`config.mk`:
```
export PLATFORM = sky130hd
export DESIGN_NAME = pc_branch_unit
export DESIGN_NICKNAME = d
export VERILOG_FILES = /design/src/rtl/pc_branch_unit.sv
export SDC_FILE = /design/constraint.sdc
export NUM_CORES = 1
export LEC_CHECK = 0
export CAP_MARGIN = 30
export CORE_MARGIN = 10
export CORE_UTILIZATION = 35
export CTS_CLUSTER_SIZE = 8
export DETAILED_ROUTE_END_ITERATION = 10
export PLACE_DENSITY = 0.66
export SLEW_MARGIN = 20
export SYNTH_ARGS = -nofsm -noshare
export SYNTH_HDL_FRONTEND = slang
export SYNTH_SLANG_ARGS = --single-unit
export TNS_END_PERCENT = 100
```
`constraint.sdc`:
```
create_clock -name clk -period 3.5 [get_ports clk]
set_input_delay 0.7 -clock clk [delete_from_list [all_inputs] [get_ports clk]]
set_output_delay 0.7 -clock clk [all_outputs]
set_load 0.02 [all_outputs]
```
`src/rtl/pc_branch_unit.sv`:
```
// Next-PC register with conditional/unconditional branches, call/return
// through a circular return-address stack, and a pipeline stall hold.
module pc_branch_unit #(
  parameter int              PC_W      = 32,
  parameter int              DATA_W    = 32,
  parameter int              RAS_DEPTH = 4,
  parameter logic [PC_W-1:0] RESET_PC  = '0,
  localparam int             PTR_W     = $clog2(RAS_DEPTH),
  localparam int             CNT_W     = PTR_W + 1
) (
  input  logic              clk,
  input  logic              reset,
  input  logic              stall,
  input  logic [PC_W-1:0]   pc_in,
  input  logic [DATA_W-1:0] cond_data,
  input  logic [2:0]        branch_op,
  input  logic [PC_W-1:0]   target_in,
  output logic [PC_W-1:0]   pc_out,
  output logic              taken,
  output logic [CNT_W-1:0]  ras_count,
  output logic              ras_overflow,
  output logic              ras_underflow
);

  typedef enum logic [2:0] {
    OP_NONE = 3'b000,
    OP_JUMP = 3'b001,
    OP_CALL = 3'b010,
    OP_BLTZ = 3'b011,
    OP_RET  = 3'b100,
    OP_BGTZ = 3'b101,
    OP_BNEZ = 3'b110,
    OP_BEQZ = 3'b111
  } op_e;

  localparam logic [CNT_W-1:0] FULL = CNT_W'(RAS_DEPTH);

  logic [PC_W-1:0]  pc_q, pc_d;
  logic             taken_q, taken_d;
  logic [PTR_W-1:0] wp_q, wp_d;
  logic [CNT_W-1:0] cnt_q, cnt_d;
  logic             ovf_q, ovf_d;
  logic             unf_q, unf_d;
  logic [PC_W-1:0]  mem_q [RAS_DEPTH];

  op_e              op;
  logic [PC_W-1:0]  seq_pc;
  logic [PTR_W-1:0] rd_ptr;
  logic             c_neg;
  logic             c_zero;
  logic             push;

  assign op     = op_e'(branch_op);
  assign seq_pc = pc_in + PC_W'(1);
  assign rd_ptr = wp_q - PTR_W'(1);
  assign c_neg  = cond_data[DATA_W-1];
  assign c_zero = (cond_data == '0);

  always_comb begin
    pc_d    = pc_q;
    taken_d = taken_q;
    wp_d    = wp_q;
    cnt_d   = cnt_q;
    ovf_d   = ovf_q;
    unf_d   = unf_q;
    push    = 1'b0;
    if (!stall) begin
      pc_d    = seq_pc;
      taken_d = 1'b0;
      unique case (op)
        OP_JUMP: begin
          pc_d    = target_in;
          taken_d = 1'b1;
        end
        OP_CALL: begin
          pc_d    = target_in;
          taken_d = 1'b1;
          push    = 1'b1;
          wp_d    = wp_q + PTR_W'(1);
          // A full stack overwrites its oldest slot, which is the one at wp.
          if (cnt_q == FULL) ovf_d = 1'b1;
          else               cnt_d = cnt_q + CNT_W'(1);
        end
        OP_RET: begin
          if (cnt_q != '0) begin
            pc_d    = mem_q[rd_ptr];
            taken_d = 1'b1;
            wp_d    = rd_ptr;
            cnt_d   = cnt_q - CNT_W'(1);
          end else begin
            unf_d = 1'b1;
          end
        end
        OP_BLTZ: begin
          if (c_neg) begin
            pc_d    = target_in;
            taken_d = 1'b1;
          end
        end
        OP_BGTZ: begin
          if (!c_neg && !c_zero) begin
            pc_d    = target_in;
            taken_d = 1'b1;
          end
        end
        OP_BNEZ: begin
          if (!c_zero) begin
            pc_d    = target_in;
            taken_d = 1'b1;
          end
        end
        OP_BEQZ: begin
          if (c_zero) begin
            pc_d    = target_in;
            taken_d = 1'b1;
          end
        end
        default: ;
      endcase
    end
  end

  always_ff @(posedge clk) begin
    if (reset) begin
      pc_q    <= RESET_PC;
      taken_q <= 1'b0;
      wp_q    <= '0;
      cnt_q   <= '0;
      ovf_q   <= 1'b0;
      unf_q   <= 1'b0;
    end else begin
      pc_q    <= pc_d;
      taken_q <= taken_d;
      wp_q    <= wp_d;
      cnt_q   <= cnt_d;
      ovf_q   <= ovf_d;
      unf_q   <= unf_d;
    end
  end

  always_ff @(posedge clk) begin
    if (push && !reset) mem_q[wp_q] <= seq_pc;
  end

  assign pc_out        = pc_q;
  assign taken         = taken_q;
  assign ras_count     = cnt_q;
  assign ras_overflow  = ovf_q;
  assign ras_underflow = unf_q;

endmodule

```
==> results by group <==
Floorplan
  • Die footprint: 28200 µm²
  • Core area: 21700 µm²
  • Row count: 54
  • Num ports: 140
  • Initial cell density of the core: 35.4%
  • Die Span Y: 168 µm
  • Die W: 168 µm

Setup path
  • Startpoint types: input port
  • Critical path start-end classification: in -> reg
  • CP Max Fanout: 15
  • Worst endpoint required time: 3880 ps
  • R2r endpoint: pc_out[18]
  • FF-to-FF Start: wp_q[1]
  • Crit path arrival time: 3110 ps
  • Reg2reg path depth: 7
  • Worst R2R Setup Slack: 960 ps
  • Crit. End Element: flip-flop

Power
  • IR Drop Worst-Case VDD: 0.000359 V
  • PnR Total Power: 4.52 mW
  • Lkg Pwr: 3.24 nW
  • Power per cell area: 452 nW/µm²

Layout
  • Most frequent cells in the layout: clkdlybuf4s50_1 (138), edfxtp_1 (128), nor2_1 (43), dfxtp_1 (39), mux4_2 (32)
  • Fin nets: 789
  • Layout cell share with drive strength beyond 1: 16.0%
  • Post-layout util: 46.1%
  • Register area: 4650 µm²
  • ANT cells: 0
  • Most common cell after layout, fill and taps aside: clkdlybuf4s50_1
  • # fillers: 1892
  • Layout Cells excl Fill: 974
  • Post-route cell area: 10000 µm²
  • Area of the multi-input gates: 2840 µm²
  • Area Growth Syn to Fin: 30.4%

Job
  • Max Cap Violations: 0

Logic synthesis
  • Mux cell area share after synthesis: 9.83%
  • Top FF cell, synth: edfxtp_1
  • FFs w/ async S/R, synth: 0%
  • EDFF count, synth: 128
  • Syn_nets: 642
  • Adder-Cell Fraction of Synth Area: 1.08%
  • Distinct cells, synth: 63
  • Post-Syn Area: 7670 µm²
  • Synth Area in Compound Gates: 11.0%
  • Post-synthesis simple-gate area fraction: 11.3%
  • Sequential cell area fraction in the yosys report: 60.5%
  • Syn_area_per_cell: 14.4 µm²
  • Mapped Cells: 534
  • Post-Synth XOR/XNOR Area: 3.77%
  • Synthesis-stage register bit count: 168
  • Largest family of logic cells by synthesized area: simple AND/OR/NAND/NOR gates
  • Synth warn: 0

Detailed routing
  • WL/cell: 21.9 µm
  • Router iterations before antenna repair: 5
  • Post-detailed-routing wire length: 21.3 mm
  • Initial drt markers: 486
  • Via count: 5402
  • Drt drc: 0
  • Routed vias/inst: 5.55
  • Antenna-violating nets left: 0

Clock network
  • CTS Root Cell: clkbuf_16
  • Gates resized, CTS repair: 0
  • Post-CTS Setup Repair Bufs: 0
  • Clk slew on worst S/H paths: 70 ps
  • Clock sink count: 168
  • H-tree levels: 4
  • CTS tree: built
  • Cts bufs inserted: 17
  • # hold bufs at CTS: 0
  • Skew-Pair Late Insertion Delay: 430 ps
  • Clock buffer depth: 2

Global route
  • Global-route wire length before repair: 33.2 mm
  • Largest net degree at the start of global routing: 36
  • GRT overflow: 0
  • Initial antenna violation count: 1
  • Vias in the first global route: 5641
  • GRT Resource Usage Total: 14.9%

STA
  • Hold Fails Final Rpt: 0
  • Tmin final: 2730 ps
  • F_max: 366 MHz
  • Final worst-path cycle share: 78.0%
  • Unrepaired setup endpoints after global routing: no
  • Slew margin rel.: 44.2%
  • Setup TNS: 0 ps
  • Setup WS post-layout: 769 ps
  • Fin. max-slew vios: 0
  • Worst-margin pin slew: 836 ps
  • Fin Hold WS: 465 ps
  • Setup violations, final: 0
  • Clock Skew: 12.2 ps

Placed design
  • Worst slack at placement: 358 ps
  • Hpwl dp: 14.7 mm
  • RePlAce Congestion: 0.837
  • I/O Buffers: 139
  • Placed Cells incl. Taps: 942
  • Placement Cell Area: 9460 µm²

Worst hold path
  • Worst Min Path Start: taken
  • HP Class: reg -> reg
  • Hold Crit Depth: 2
  • Hold EP: taken

Outcome
  • Outcome: completed
==> critical path, cell delays in order <==
cell and delay, ps:
clkdlybuf4s50_1 750, nor3b_2 330, nand2_1 350, nor3_4 280
buf_4 290, a22oi_1 110, nor2_1 150, a221o_1 120
==> state kept, by name, summed over array words and instances (netlist names) <==
signal / cells
mem_q: 128
ras_count: 3
wp_q: 2
ras_overflow: 1
taken: 1
ras_underflow: 1
pc_out: 32
==> cells by family (layout without fill, tap and decap cells) <==
group                      Yosys count  in the layout
AOI/OAI and AO/OA                  110            110
DFF                                168            168
adders and majority gates            6              6
xor gates and xnor gates            33             33
buffers and inverters               39            199
muxes                               34             34
and+or+nand+nor                    144            144
==> worst max-delay path by stage <==
stage             endpoint  depth (start not counted)         start  slack, ps
3_5_place_dp    pc_out[21]                          8  branch_op[2]        360
4_1_cts         pc_out[21]                          8  branch_op[2]        780
6_report        pc_out[21]                          8  branch_op[2]        770
5_1_grt         pc_out[21]                          8  branch_op[2]        570
3_3_place_gp    pc_out[25]                          8  branch_op[2]        430
2_1_floorplan  mem_q[0][0]                          4  branch_op[2]        740
==> cell usage after synthesis, drive strengths merged, types with 5 or more instances <==
cell    count  area [µm²]
and3        5        31.3
a22oi      24         180
nand2      20        77.6
and2        8        50.1
xor2       10        87.6
nor2       45         171
o21ai      13        65.1
nand4      15         109
buf        14        98.8
ha          5        62.6
and4        7        66.3
nand3      15        80.1
a21oi      12        60.1
inv        10        37.5
xnor2      23         201
o21bai      7        52.6
dfxtp      40         801
clkbuf     15        56.3
a31oi      10        62.6
nor3        5        36.3
mux4       32         721
edfxtp    128        3840
nor4       12         146
a221o      23         230
==> report_power, final <==
part           internal, mW  switching (mW)  total (mW)
registers              2.19          0.0250        2.21
logic                 0.282           0.284       0.566
clock network         0.943           0.803        1.75
total                  3.41            1.11        4.52
==> layer usage <==
metal / part of all wire (%) / global-route usage (%)
met4: 1.2 / 3.97
met2: 49 / 24.5
met5: 0.038 / 0
met3: 7.5 / 4.28
met1: 42 / 18.7
==> layout make-up <==
class | count | area share, %
clock buffers | 18 | 4.39
clock inverters | 14 | 1.13
inverters | 10 | 0.375
multi-input cells | 327 | 28.4
flip-flops and latches | 168 | 46.4
well taps | 280 | 3.50
repair buffers | 157 | 15.8
(Power assumes the default switching activity.)
